File: config.mk
export PLATFORM = sky130hd
export DESIGN_NAME = usb_rx_unstuff_ctrl
export DESIGN_NICKNAME = d
export VERILOG_FILES = /design/src/rtl/usb_rx_pkg.sv /design/src/rtl/usb_rx_byte_assembler.sv /design/src/rtl/usb_rx_unstuff_ctrl.sv
export SDC_FILE = /design/constraint.sdc
export NUM_CORES = 1
export LEC_CHECK = 0
export ABC_AREA = 1
export CAP_MARGIN = 10
export CORE_MARGIN = 4
export CORE_UTILIZATION = 42
export DETAILED_ROUTE_END_ITERATION = 6
export HOLD_SLACK_MARGIN = 0.03
export SETUP_SLACK_MARGIN = 0.2
export SKIP_CTS_REPAIR_TIMING = 1
export SYNTH_ARGS = -nofsm -noshare
export SYNTH_HDL_FRONTEND = slang
export SYNTH_HIERARCHICAL = 1
export SYNTH_SLANG_ARGS = --single-unit
export TNS_END_PERCENT = 1
File: constraint.sdc
create_clock -name clk -period 5.55 [get_ports clk]
set_clock_uncertainty 0.15 [all_clocks]
set_input_delay 0.8325 -clock clk [delete_from_list [all_inputs] [get_ports clk]]
set_output_delay 0.8325 -clock clk [all_outputs]
set_load 0.01 [all_outputs]
File: src/rtl/usb_rx_pkg.sv
// Shared types and constants for the full-speed USB receive path.
package usb_rx_pkg;

    typedef enum logic [1:0] {
        IDLE     = 2'd0,
        DATA     = 2'd1,
        EOP_WAIT = 2'd2,
        DROP     = 2'd3
    } rx_ctrl_state_t;

    // Seven zeros followed by a one, shifted in LSB-first.
    localparam logic [7:0] SYNC_PATTERN = 8'h80;

    // PID + 1023 payload bytes + CRC16.
    localparam int unsigned FS_MAX_PKT_BYTES = 1026;

endpackage

File: src/rtl/usb_rx_byte_assembler.sv
// Collects unstuffed bits LSB-first into bytes and hands them downstream through a
// one-entry holding register with valid/ready. Flags overrun and packet-length overflow.
module usb_rx_byte_assembler
    import usb_rx_pkg::*;
#(
    parameter int unsigned MAX_BYTES = FS_MAX_PKT_BYTES,
    parameter int unsigned BCNT_W    = 11
) (
    input  logic              clk,
    input  logic              rst,
    input  logic              clear,
    input  logic              bit_valid,
    input  logic              bit_in,
    input  logic              byte_ready,
    output logic [7:0]        byte_data,
    output logic              byte_valid,
    output logic [BCNT_W-1:0] byte_cnt,
    output logic [2:0]        bit_cnt,
    output logic              complete,
    output logic              overrun,
    output logic              limit
);

    logic [7:0] shift_q;
    logic [7:0] shift_next;
    logic       load;

    assign shift_next = {bit_in, shift_q[7:1]};
    assign complete   = bit_valid && (bit_cnt == 3'd7);
    // A finished byte with nowhere to go: the held byte must not be overwritten.
    assign overrun    = complete && byte_valid && !byte_ready;
    assign limit      = complete && (byte_cnt == BCNT_W'(MAX_BYTES));
    assign load       = complete && !overrun && !limit;

    // Shift register and bit position within the current byte.
    always_ff @(posedge clk or negedge rst) begin
        if (!rst) begin
            shift_q <= 8'h00;
            bit_cnt <= 3'd0;
        end else if (clear) begin
            shift_q <= 8'h00;
            bit_cnt <= 3'd0;
        end else if (bit_valid && !overrun && !limit) begin
            shift_q <= shift_next;
            bit_cnt <= bit_cnt + 3'd1;
        end
    end

    // Holding register; reload on the same cycle as a transfer keeps it valid.
    always_ff @(posedge clk or negedge rst) begin
        if (!rst) begin
            byte_data  <= 8'h00;
            byte_valid <= 1'b0;
        end else if (load) begin
            byte_data  <= shift_next;
            byte_valid <= 1'b1;
        end else if (byte_valid && byte_ready) begin
            byte_valid <= 1'b0;
        end
    end

    // Bytes assembled in the current packet.
    always_ff @(posedge clk or negedge rst) begin
        if (!rst) begin
            byte_cnt <= '0;
        end else if (clear) begin
            byte_cnt <= '0;
        end else if (load) begin
            byte_cnt <= byte_cnt + BCNT_W'(1);
        end
    end

endmodule

File: src/rtl/usb_rx_unstuff_ctrl.sv
// Full-speed USB receive sequencer: hunts SYNC, gates line bits into the external bit
// unstuffer, discards stuffed-bit slots, assembles bytes and frames packets on SE0.
module usb_rx_unstuff_ctrl
    import usb_rx_pkg::*;
#(
    parameter int unsigned MAX_BYTES = FS_MAX_PKT_BYTES,
    parameter int unsigned BCNT_W    = 11
) (
    input  logic              clk,
    input  logic              rst,
    input  logic              rx_bit_valid,
    input  logic              rx_bit,
    input  logic              rx_se0,
    output logic              us_data_valid,
    output logic              us_data_in,
    input  logic              us_data_ready,
    input  logic              us_data_out,
    input  logic              us_stuff_err,
    output logic              rx_active,
    output logic              rx_pkt_start,
    output logic [7:0]        rx_byte,
    output logic              rx_byte_valid,
    input  logic              rx_byte_ready,
    output logic              rx_pkt_end,
    output logic              rx_pkt_err,
    output logic [BCNT_W-1:0] rx_byte_cnt
);

    rx_ctrl_state_t state_q;
    logic [7:0]     sync_sr_q;
    logic [7:0]     sync_next;
    logic [2:0]     ones_cnt_q;
    logic           drop_q;
    logic           drain_q;     // first EOP_WAIT cycle: unstuffer pipe still emptying
    logic           se0_seen_q;  // DROP has observed SE0 and now waits for it to end

    logic           sync_hit;
    logic           in_pkt;
    logic           slot_drop;
    logic           asm_bit_valid;
    logic           asm_complete;
    logic           asm_overrun;
    logic           asm_limit;
    logic           asm_err;
    logic [2:0]     asm_bit_cnt;
    logic [2:0]     bit_cnt_after;
    logic           cnt_zero_after;
    logic           eop_bad;

    assign us_data_valid = rx_bit_valid && (state_q == DATA);
    assign us_data_in    = rx_bit;

    assign sync_next = {rx_bit, sync_sr_q[7:1]};
    assign sync_hit  = (state_q == IDLE) && rx_bit_valid && (sync_next == SYNC_PATTERN);

    // Unstuffer output is consumed in DATA and in the single drain cycle after SE0.
    assign in_pkt        = (state_q == DATA) || ((state_q == EOP_WAIT) && drain_q);
    assign slot_drop     = in_pkt && us_data_ready && drop_q;
    assign asm_bit_valid = in_pkt && us_data_ready && !drop_q && !us_stuff_err;
    assign asm_err       = asm_overrun || asm_limit;

    // Residual state after the drain cycle decides whether the EOP ended cleanly.
    assign bit_cnt_after  = (asm_bit_valid && !asm_err) ? asm_bit_cnt + 3'd1 : asm_bit_cnt;
    assign cnt_zero_after = (rx_byte_cnt == '0) && !(asm_complete && !asm_err);
    assign eop_bad        = us_stuff_err || asm_err || (bit_cnt_after != 3'd0) || cnt_zero_after;

    usb_rx_byte_assembler #(
        .MAX_BYTES (MAX_BYTES),
        .BCNT_W    (BCNT_W)
    ) u_byte_asm (
        .clk        (clk),
        .rst        (rst),
        .clear      (sync_hit),
        .bit_valid  (asm_bit_valid),
        .bit_in     (us_data_out),
        .byte_ready (rx_byte_ready),
        .byte_data  (rx_byte),
        .byte_valid (rx_byte_valid),
        .byte_cnt   (rx_byte_cnt),
        .bit_cnt    (asm_bit_cnt),
        .complete   (asm_complete),
        .overrun    (asm_overrun),
        .limit      (asm_limit)
    );

    // Packet sequencer with sync hunt, stuff tracking and registered status outputs.
    always_ff @(posedge clk or negedge rst) begin
        if (!rst) begin
            state_q      <= IDLE;
            sync_sr_q    <= 8'h00;
            ones_cnt_q   <= 3'd0;
            drop_q       <= 1'b0;
            drain_q      <= 1'b0;
            se0_seen_q   <= 1'b0;
            rx_active    <= 1'b0;
            rx_pkt_start <= 1'b0;
            rx_pkt_end   <= 1'b0;
            rx_pkt_err   <= 1'b0;
        end else begin
            rx_pkt_start <= 1'b0;
            rx_pkt_end   <= 1'b0;
            rx_pkt_err   <= 1'b0;
            if (slot_drop) begin
                drop_q <= 1'b0;
            end
            unique case (state_q)
                IDLE: begin
                    if (sync_hit) begin
                        state_q      <= DATA;
                        sync_sr_q    <= 8'h00;
                        rx_pkt_start <= 1'b1;
                        rx_active    <= 1'b1;
                        ones_cnt_q   <= 3'd0;
                        drop_q       <= 1'b0;
                    end else if (rx_bit_valid) begin
                        sync_sr_q <= sync_next;
                    end
                end
                DATA: begin
                    if (us_data_valid) begin
                        if ((ones_cnt_q == 3'd6) && !rx_bit) begin
                            drop_q     <= 1'b1;
                            ones_cnt_q <= 3'd0;
                        end else if (rx_bit) begin
                            ones_cnt_q <= (ones_cnt_q == 3'd7) ? 3'd7 : ones_cnt_q + 3'd1;
                        end else begin
                            ones_cnt_q <= 3'd0;
                        end
                    end
                    // Errors take priority over a coincident SE0.
                    if (us_stuff_err || asm_err) begin
                        state_q    <= DROP;
                        rx_pkt_end <= 1'b1;
                        rx_pkt_err <= 1'b1;
                        se0_seen_q <= rx_se0;
                    end else if (rx_se0) begin
                        state_q <= EOP_WAIT;
                        drain_q <= 1'b1;
                    end
                end
                EOP_WAIT: begin
                    if (drain_q) begin
                        drain_q    <= 1'b0;
                        rx_pkt_end <= 1'b1;
                        rx_pkt_err <= eop_bad;
                    end
                    if (!rx_se0) begin
                        state_q   <= IDLE;
                        rx_active <= 1'b0;
                    end
                end
                DROP: begin
                    if (rx_se0) begin
                        se0_seen_q <= 1'b1;
                    end else if (se0_seen_q) begin
                        se0_seen_q <= 1'b0;
                        state_q    <= IDLE;
                        rx_active  <= 1'b0;
                    end
                end
                default: state_q <= IDLE;
            endcase
        end
    end

endmodule
==> summary.txt, run 1 <==
Cells and area
  • Layout cells sized above 1: 7.41%
  • # diodes: 0
  • Final nets: 425
  • Fillers: 642
  • Area grow syn2layout: 17.1%

STA
  • Max Slew Vio Count: 0
  • Slew headroom: 36.9%
  • Tightest Pin Transition: 0.945 ns
  • Hold Vio Cnt, Final: 0
  • Setup TNS Final: 0 ns
  • Post-route minimum period: 3.01 ns
  • Peak Freq: 0.333 GHz
  • Period utilisation layout: 54.1%
  • # setup viols final: 0
  • Unrepaired setup endpoints after global routing: false
  • Final WS setup: 2.54 ns

Power and ir drop
  • LEAKAGE: 1.73 nW
  • Sw frac: 36.9%
  • Power Density: 369 nW/um^2
  • Int Power: 0.000775 W
  • Reg power frac: 42.2%
  • Clock power frac: 21.4%
  • Gate power share: 36.4%
  • Switching Power: 0.000453 W
  • Worst IR drop on VDD: 0.213 mV

Global routing
  • Tot GR Track Use: 15.1%
  • First-pass GRT wire length: 10.4 mm
  • Number of global-route vias before repair: 2265
  • Total gr overflow: 0
  • Initial antenna violation count: 0
  • Largest net degree at the start of global routing: 50

Setup path
  • Worst EP arrival: 2.02 ns
  • Internal reg-to-reg setup slack: 2.79 ns
  • Slowest CP cell: clkdlybuf4s50_1
  • Worst Setup Start Kind: input port
  • Worst Setup End Kind: output pin
  • Kind of critical path: in2out
  • Worst flop-to-flop path endpoint: u_byte_asm/byte_cnt[5]$_DFFE_PN0P_
  • CP top delay family: buffers and inverters
  • Worst path cell trace: clkdlybuf4s50_1 > nand2_1 > inv_1 > clkdlybuf4s50_1
  • Critical path data required time: 4.57 ns
  • Critical path buffers and inverters: 3
  • Crit-path max FO: 3
  • CP most frequent cell: clkdlybuf4s50_1
  • Reg2reg path depth: 10
  • Worst reg2reg startpoint: state_q[0]$_DFFE_PN0P_
  • Critical Path Max Stage Delay: 0.53 ns

Yosys
  • Largest family of logic cells by synthesized area: simple AND/OR/NAND/NOR gates
  • Mux share of post-synthesis cell area: 0%
  • Syn Area/Cell: 7.61 sq um
  • Register area share after synthesis: 43.1%
  • Distinct cell type count after synthesis: 35
  • Syn nets: 395
  • Synthesis warning total: 6
  • Syn Std Cell Area: 2850 sq um
  • Synth Area in Compound Gates: 5.63%
  • Synth Area in Adders: 5.28%
  • Synth Area in XOR/XNOR: 0.923%
  • Simple-gate portion of the synthesized area: 36.5%
  • Yosys reg bits: 49
  • Mapped Cells: 374

Outcome
  • Status: complete, no violations

Clock network
  • TritonCTS clock tree: built
  • Skew-Pair Late Insertion Delay: 0.30 ns
  • CTS Buf Count: 5
  • Num Clock Sinks: 49
  • Clock-pin slew on the worst setup and hold paths: 0.09 ns
  • Root buf cell: clkbuf_8
  • Clk buf depth: 2
  • H-tree depth: 2

Run
  • MaxCap Viol Count: 0

Drt
  • Avg Vias per Cell: 4.93
  • DR iter-0 viols: 127
  • Drc violations: 0
  • ANT nets after route: 0
  • Vias: 2378
  • Pre-antenna DRT Iters: 4
  • Detailed Route WL: 5.90 mm
  • Wire per inst: 12.2 um

Floorplan
  • Die area: 8150 sq um
  • Row Count: 29
  • Core ar.: 6460 sq um
  • Die Ht: 90.3 um
  • Number of I/O pins: 35
  • Initial Utilization: 44.1%
  • Die X: 90.3 um

Place
  • Port bufs: 34
  • Pre-CTS setup slack: 2.33 ns
  • Placer Congestion: 0.809
  • Detailed placement HPWL: 4.25 mm

Hold path
  • HP Class: reg2reg
  • End of the worst hold path: u_byte_asm/byte_data[3]$_DFFE_PN0P_
  • Hold-critical path depth: 2
  • Min-delay src: u_byte_asm/shift_q[4]$_DFFE_PN0P_
## state kept, by name, indices dropped and copies added (netlist names)
name,cells
u_byte_asm/byte_data,8
u_byte_asm/shift_q,7
drain_q,1
u_byte_asm/byte_cnt,11
rx_pkt_err,1
se0_seen_q,1
rx_pkt_start,1
drop_q,1
u_byte_asm/byte_valid,1
rx_pkt_end,1
ones_cnt_q,3
state_q,2
u_byte_asm/bit_cnt,3
rx_active,1
sync_sr_q,7
## how the worst max path moves through the flow
stage / from / end / slack, ns / depth (start not counted)
finish: rx_bit_valid / us_data_valid / 2.54 / 4
global route: rx_bit / u_byte_asm/byte_cnt[5]$_DFFE_PN0P_ / 2.33 / 9
CTS: rx_bit_valid / us_data_valid / 2.54 / 4
detailed placement: rx_bit / u_byte_asm/byte_cnt[10]$_DFFE_PN0P_ / 2.33 / 9
global placement: rx_bit_valid / u_byte_asm/byte_cnt[5]$_DFFE_PN0P_ / 2.39 / 9
floorplan: us_stuff_err / state_q[0]$_DFFE_PN0P_ / 3.38 / 12
## tightest hold or removal path, stage by stage (launching register included)
cell     delay (ns)
dfrtp_1        0.35
nand2_1        0.05
nand2_1        0.05
## cell usage after synthesis (all sizes together)
master | count | share of area (%)
nand2 | 129 | 18
dfrtp | 49 | 43
inv | 47 | 6.2
nor2 | 37 | 6.2
nand3 | 34 | 7.2
o21ai | 15 | 2.9
ha | 12 | 5.3
nand4 | 12 | 2.6
buf | 10 | 2.2
nor3 | 7 | 1.2
a21oi | 5 | 0.88
nand3b | 3 | 0.79
a21boi | 2 | 0.53
clkbuf | 2 | 0.26
o211ai | 2 | 0.53
xor2 | 2 | 0.62
a31oi | 1 | 0.22
and2 | 1 | 0.22
nor4 | 1 | 0.22
o21bai | 1 | 0.26
o32ai | 1 | 0.31
xnor2 | 1 | 0.31
## per-layer routing
layer  part of all wire, %  wire length (um)  global-route usage (%)
met1                    50              2960                    20.0
met2                    47              2750                    25.4
met3                   2.1               124                    2.67
met4                   1.1                63                    4.08
met5                     0                 0                       0
## cells in the final DEF, fill, tap and decap left out
cell,n
xnor2_1,1
clkdlybuf4s50_1,33
inv_1,45
nor2_2,2
nand4_1,12
a21boi_0,2
and2_0,1
inv_6,2
bufinv_16,1
o32ai_1,1
nor2_8,1
a21oi_1,5
o21ai_1,5
o21ai_2,2
o211ai_1,2
nand2_2,5
o21bai_1,1
nor4_1,1
buf_2,1
o21ai_0,8
a31oi_1,1
clkbuf_8,5
nand3b_1,3
inv_2,2
nand3_1,30
ha_1,12
dfrtp_1,49
nor2_1,32
buf_4,1
nor3_1,7
nand3_4,2
nand3_2,2
xor2_1,2
nor2_4,2
nand2_1,122
nand2_4,2
## through the flow
step | cell area, sq um | utilization, % | total power (W) | cells | hold WS (ns)
6_report | 3330 | 51.6 | 0.00123 | 482 | 0.330
3_5_place_dp | 3220 | 49.8 | 0.000976 | 474 | 0.313
2_1_floorplan | 2850 | - | 0.000842 | 374 | 0.292
4_1_cts | 3330 | 51.6 | 0.00124 | 482 | 0.335
3_3_place_gp | 3220 | 49.8 | 0.000968 | 474 | 0.307
5_1_grt | 3330 | 51.6 | 0.00133 | 482 | 0.364
## power by group through the flow
| stage | Combinational [W] | Clock [W] | Sequential, W |
|---|---|---|---|
| 3_3_place_gp | 0.000445 | 0 | 0.000522 |
| 6_report | 0.000448 | 0.000263 | 0.000518 |
| 5_1_grt | 0.000514 | 0.000290 | 0.000531 |
| 3_5_place_dp | 0.000450 | 0 | 0.000526 |
| 2_1_floorplan | 0.000322 | 0 | 0.000520 |
| 4_1_cts | 0.000452 | 0.000271 | 0.000519 |
## cell type report
type | count | area [sq um] | share of cell area, %
multi-input combinational | 266 | 1370 | 41.2
sequential | 49 | 1230 | 36.8
timing repair buffer | 35 | 343 | 10.3
inverter | 47 | 176 | 5.29
tap | 77 | 96.3 | 2.89
clock buffer | 5 | 68.8 | 2.07
clock inverter | 3 | 47.5 | 1.43
## cell families after synthesis
group	Yosys count
AO/OA/AOI/OAI	27
XOR/XNOR	3
adder cells (fa/ha/maj)	12
buffers and inverters	59
flip-flops	49
AND/OR/NAND/NOR	224
(Power assumes the default switching activity.)
==> inputs of run 2 (changes only) <==
Settings changed: PLACE_DENSITY set to 0.65.
Clock period 5.55 ns to 2.5 ns, I/O delays scaled along.
==> run 2 against run 1 <==
Combinational power rose by 140%. Final cell count rose by 2.9%. Count of clock-buffer cells in the layout did not move. Flip-flop and latch count did not move. Register-to-register slack got worse by 2.5 ns. Worst hold slack got worse by 0.0016 ns. Critical path type is now reg2out. Highest routed layer unchanged.
==> summary.txt, run 2 (synthesized netlist as in run 1, its figures left out) <==
Clock network
  • Clock-pin slew on the worst setup and hold paths: 0.10 ns
  • Skew-Pair Late Insertion Delay: 0.31 ns
  • Clk buf depth: 2
  • CTS Buf Count: 5
  • H-tree depth: 2
  • Root buf cell: clkbuf_8
  • TritonCTS clock tree: built
  • Num Clock Sinks: 49

Drt
  • Vias: 2413
  • Wire per inst: 12.1 um
  • Wire length on met3: 188 um
  • Met2 wire len: 2.81 mm
  • Highest metal layer with signal wires: met4
  • M1 WL: 2.91 mm
  • Pre-antenna DRT Iters: 4
  • Drc violations: 0
  • Detailed Route WL: 6.01 mm
  • Avg Vias per Cell: 4.86
  • DR iter-0 viols: 111
  • ANT nets after route: 0

Floorplan
  • Die area: 8150 sq um
  • Initial Utilization: 44.1%
  • Row Count: 29
  • Die Ht: 90.3 um
  • Die X: 90.3 um
  • Core ar.: 6460 sq um
  • Number of I/O pins: 35

Setup path
  • Worst Setup End Kind: output pin
  • Critical path buffers and inverters: 4
  • CP top delay family: buffers and inverters
  • Crit-path max FO: 5
  • Kind of critical path: reg2out
  • Worst reg2reg startpoint: state_q[0]$_DFFE_PN0P_
  • Slowest CP cell: clkdlybuf4s50_1
  • Worst Setup Start Kind: register
  • Reg2reg path depth: 12
  • Critical Path Max Stage Delay: 0.53 ns
  • Worst flop-to-flop path endpoint: u_byte_asm/shift_q[6]$_DFFE_PN0P_
  • Internal reg-to-reg setup slack: 0.26 ns
  • Worst EP arrival: 1.83 ns
  • Worst path cell trace: inv_2 > ha_2 > buf_4 > nand2_1 > inv_1 > clkdlybuf4s50_1
  • Critical path data required time: 1.98 ns

STA
  • # setup viols final: 0
  • Max Slew Vio Count: 0
  • Peak Freq: 0.424 GHz
  • Tightest Pin Transition: 0.481 ns
  • Hold Vio Cnt, Final: 0
  • Unrepaired setup endpoints after global routing: true
  • Setup TNS Final: 0 ns
  • Slew headroom: 68.0%
  • Fin Hold WS: 0.329 ns
  • Post-route minimum period: 2.36 ns
  • Period utilisation layout: 94.2%

Cells and area
  • Layout cells sized above 1: 12.9%
  • Fillers: 626
  • Area grow syn2layout: 22.1%
  • Max reg flops: 11
  • FF/Latch Area: 1230 sq um
  • Most frequent cells in the layout: nand2_1 (119), dfrtp_1 (48), inv_1 (42), clkdlybuf4s50_1 (33), nor2_1 (31)
  • Final nets: 439
  • Biggest registers after layout: u_byte_asm/byte_cnt x11, u_byte_asm/byte_data x8
  • Top reg by flops: u_byte_asm/byte_cnt
  • # diodes: 0
  • Final Instance Area: 3470 sq um
  • Multi-input gate area: 1390 sq um
  • Count of non-filler cells in the finished layout: 496
  • Most common cell after layout, fill and taps aside: nand2_1

Global routing
  • Total gr overflow: 0
  • Tot GR Track Use: 15.4%
  • Largest net degree at the start of global routing: 34
  • Number of global-route vias before repair: 2269
  • Initial antenna violation count: 0
  • First-pass GRT wire length: 10.4 mm

Hold path
  • Min-delay src: u_byte_asm/shift_q[4]$_DFFE_PN0P_
  • End of the worst hold path: u_byte_asm/byte_data[3]$_DFFE_PN0P_
  • Hold-critical path depth: 2
  • HP Class: reg2reg

Power and ir drop
  • Worst IR drop on VDD: 0.481 mV
  • Power Density: 811 nW/um^2
  • Final Power: 0.00282 W
  • LEAKAGE: 1.81 nW

Place
  • Port bufs: 34
  • Detailed placement HPWL: 4.36 mm
  • DP Cell Count: 483
  • Placer Congestion: 0.801
  • Placed inst area: 3300 sq um

Outcome
  • Status: complete, no violations

Run
  • MaxCap Viol Count: 0
==> run 2: layer usage <==
layer  global-route usage, %  vias up
met5                       0        -
met4                    4.72        0
met3                    3.25        7
met2                    24.6       40
met1                    20.9     1094
li1                        -     1272
==> run 2: worst max-delay path by stage <==
stage                              to  cells after the start  slack (ns)              startpoint
2_1_floorplan  state_q[0]$_DFFE_PN0P_                     15        0.35  state_q[1]$_DFFE_PN0P_
3_3_place_gp   state_q[0]$_DFFE_PN0P_                     13        0.08            us_stuff_err
3_5_place_dp   state_q[0]$_DFFE_PN0P_                     13        0.03            us_stuff_err
4_1_cts                 us_data_valid                      6         0.1  state_q[1]$_DFFE_PN0P_
5_1_grt          rx_pkt_err$_DFF_PN0_                     18        0.04  state_q[1]$_DFFE_PN0P_
6_report                us_data_valid                      6        0.14  state_q[1]$_DFFE_PN0P_
==> run 2: per-stage QoR <==
stage          setup WS (ns)  util (%)
3_5_place_dp          0.0264      51.0
5_1_grt               0.0376      53.8
2_1_floorplan          0.350         -
4_1_cts               0.0971      52.8
6_report               0.144      53.8
3_3_place_gp          0.0838      51.0
==> run 2: area by class of cell <==
| type | instances | share of cell area [%] |
|---|---|---|
| multi-input combinational | 266 | 40.1 |
| sequential | 49 | 35.3 |
| timing repair buffer | 49 | 13.3 |
| inverter | 47 | 5.08 |
| tap | 77 | 2.77 |
| clock buffer | 5 | 1.98 |
| clock inverter | 3 | 1.37 |
==> run 2: report_power, final <==
part | switching (W) | leakage, nW | total, W | internal (W)
registers | 0.000143 | 0.638 | 0.00115 | 0.00101
logic | 0.000607 | 1.11 | 0.00108 | 0.000469
clock network | 0.000282 | 0.0591 | 0.000587 | 0.000305
total | 0.00103 | 1.81 | 0.00282 | 0.00178
==> run 2: worst reg2reg max path, delay by kind of cell (launching register included) <==
family	cells	cell delay, ns
and+or+nand+nor	6	0.71
buffers and inverters	5	0.58
adders and majority gates	1	0.26
DFF	1	0.46
==> inputs of run 3 (changes only) <==
Settings changed: PLACE_DENSITY 0.65 to not set.
Clock period 2.5 ns to 2.45 ns, I/O delays scaled along.
==> run 3 against run 2 <==
Wire length grew 5.2%. Sequential share of layout area fell by 0.67 points. Worst hold slack improved by 0.011 ns. Sequential power barely moved.
==> summary.txt, run 3 (synthesized netlist as in run 1, its figures left out) <==
Setup path
  • Crit-path max FO: 6
  • Worst Setup End Kind: register
  • CP top delay family: simple AND/OR/NAND/NOR gates
  • Crit path depth: 16
  • Critical path buffers and inverters: 3
  • Worst Setup Start Kind: register
  • Worst path cell trace: inv_1 > ha_2 > nand2_2 > nand2_2 > nand3_2 > inv_2 > nand2_2 > nor3_2 > nand3_1 > inv_2 > nor2_4 > nand2_1 > nand2_1 > o211ai_1 > nand2_1 > o21ai_1
  • Reg2reg path depth: 16
  • Kind of critical path: reg2reg
  • Critical Path Max Stage Delay: 0.44 ns
  • Internal reg-to-reg setup slack: 0.23 ns
  • Critical path data required time: 2.53 ns
  • Worst reg2reg startpoint: state_q[0]$_DFFE_PN0P_
  • Worst EP arrival: 2.29 ns
  • Worst Setup SP: state_q[0]$_DFFE_PN0P_
  • Worst flop-to-flop path endpoint: drain_q$_DFFE_PN0P_
  • Slowest CP cell: dfrtp_2

Clock network
  • Num Clock Sinks: 49
  • Clock-pin slew on the worst setup and hold paths: 0.09 ns
  • Clk buf depth: 2
  • Root buf cell: clkbuf_8
  • CTS Buf Count: 5
  • TritonCTS clock tree: built
  • H-tree depth: 2
  • Skew-Pair Late Insertion Delay: 0.30 ns

Hold path
  • HP Class: reg2reg
  • Hold-critical path depth: 2
  • Min-delay src: u_byte_asm/shift_q[4]$_DFFE_PN0P_
  • End of the worst hold path: u_byte_asm/byte_data[3]$_DFFE_PN0P_

Global routing
  • First-pass GRT wire length: 10.8 mm
  • Tot GR Track Use: 15.7%
  • Largest net degree at the start of global routing: 29
  • Number of global-route vias before repair: 2315
  • Total gr overflow: 0
  • Initial antenna violation count: 0

Place
  • Detailed placement HPWL: 4.53 mm
  • Pre-CTS setup slack: -0.00226 ns
  • Placer Congestion: 0.808
  • Port bufs: 34
  • DP Cell Count: 486

Power and ir drop
  • Worst IR drop on VDD: 0.539 mV
  • Int Power: 0.00187 W
  • Clock power frac: 20.2%
  • Switching Power: 0.00107 W
  • Power Density: 831 nW/um^2
  • LEAKAGE: 1.86 nW
  • Reg power frac: 40.0%
  • Gate power share: 39.8%
  • Sw frac: 36.4%

Drt
  • Detailed Route WL: 6.32 mm
  • Drc violations: 0
  • ANT nets after route: 0
  • Avg Vias per Cell: 4.95
  • DR iter-0 viols: 144
  • Vias: 2500
  • Pre-antenna DRT Iters: 4
  • Wire per inst: 12.5 um

Cells and area
  • Most frequent cells in the layout: nand2_1 (120), dfrtp_1 (48), inv_1 (42), clkdlybuf4s50_1 (32), nor2_1 (31)
  • Biggest registers after layout: u_byte_asm/byte_cnt x11, u_byte_asm/byte_data x8
  • Most common cell after layout, fill and taps aside: nand2_1
  • Area grow syn2layout: 24.5%
  • Fillers: 632
  • # diodes: 0
  • Count of non-filler cells in the finished layout: 505
  • Layout cells sized above 1: 14.5%
  • Final Core Density: 54.8%
  • Max reg flops: 11
  • Top reg by flops: u_byte_asm/byte_cnt
  • Final nets: 448

Floorplan
  • Die area: 8150 sq um
  • Initial Utilization: 44.1%
  • Row Count: 29
  • Die Ht: 90.3 um
  • Number of I/O pins: 35
  • Core ar.: 6460 sq um
  • Die X: 90.3 um

STA
  • Unrepaired setup endpoints after global routing: true
  • Tightest Pin Transition: 0.531 ns
  • Slew headroom: 64.6%
  • # setup viols final: 0
  • Fin Hold WS: 0.340 ns
  • Final WS setup: 0.232 ns
  • Period utilisation layout: 90.5%
  • Max Slew Vio Count: 0
  • Setup TNS Final: 0 ns
  • Peak Freq: 0.451 GHz
  • Post-route minimum period: 2.22 ns
  • Hold Vio Cnt, Final: 0

Outcome
  • Status: complete, no violations

Run
  • MaxCap Viol Count: 0
-- run 3: changes by cell type in the layout (fill, tap and decap cells not counted), sizes merged --
cell | previous run | this run
buf | 15 | 24
dlymetal6s2s | 0 | 1
clkdlybuf4s50 | 33 | 32
-- run 3: metal layers --
layer	routed length, um	vias to the layer above	part of all wire (%)	track usage, %
met5	0	-	0	0
met4	51	0	0.81	3.70
met3	155	5	2.5	2.75
met2	2990	40	47	25.5
met1	3120	1166	49	22.0
li1	-	1289	-	-
-- run 3: worst reg2reg max path, delay by kind of cell (launching register included) --
family	cells	cell delay, ns
adder cells (fa/ha/maj)	1	0.20
buffers and inverters	3	0.26
flip-flops	1	0.44
AO/OA/AOI/OAI	2	0.23
AND/OR/NAND/NOR	10	0.87
-- run 3: area by class of cell --
type	instances	area (sq um)	share of cell area, %
multi-input combinational	266	1390	39.3
inverter	47	176	4.98
clock inverter	3	47.5	1.34
clock buffer	5	68.8	1.94
timing repair buffer	58	533	15.1
sequential	49	1230	34.7
tap	77	96.3	2.72
-- run 3: power by group through the flow --
| stage | Clock [W] | Sequential, W | Combinational [W] |
|---|---|---|---|
| 6_report | 0.000595 | 0.00118 | 0.00117 |
| 2_1_floorplan | 0 | 0.00118 | 0.000729 |
| 4_1_cts | 0.000617 | 0.00118 | 0.00107 |
| 3_3_place_gp | 0 | 0.00118 | 0.00104 |
| 5_1_grt | 0.000644 | 0.00121 | 0.00135 |
| 3_5_place_dp | 0 | 0.00119 | 0.00106 |
-- run 3: metrics by stage --
stage,power [W],area (sq um)
5_1_grt,0.00320,3540
3_3_place_gp,0.00223,3320
4_1_cts,0.00286,3430
2_1_floorplan,0.00191,2850
6_report,0.00294,3540
3_5_place_dp,0.00225,3320
-- run 3: worst max path at each step --
stage	end	slack [ns]
3_3_place_gp	state_q[0]$_DFFE_PN0P_	0.05
3_5_place_dp	state_q[0]$_DFFE_PN0P_	-0.002
6_report	drain_q$_DFFE_PN0P_	0.23
2_1_floorplan	state_q[0]$_DFFE_PN0P_	0.30
4_1_cts	state_q[0]$_DFFE_PN0P_	0.06
5_1_grt	rx_pkt_err$_DFF_PN0_	0.03
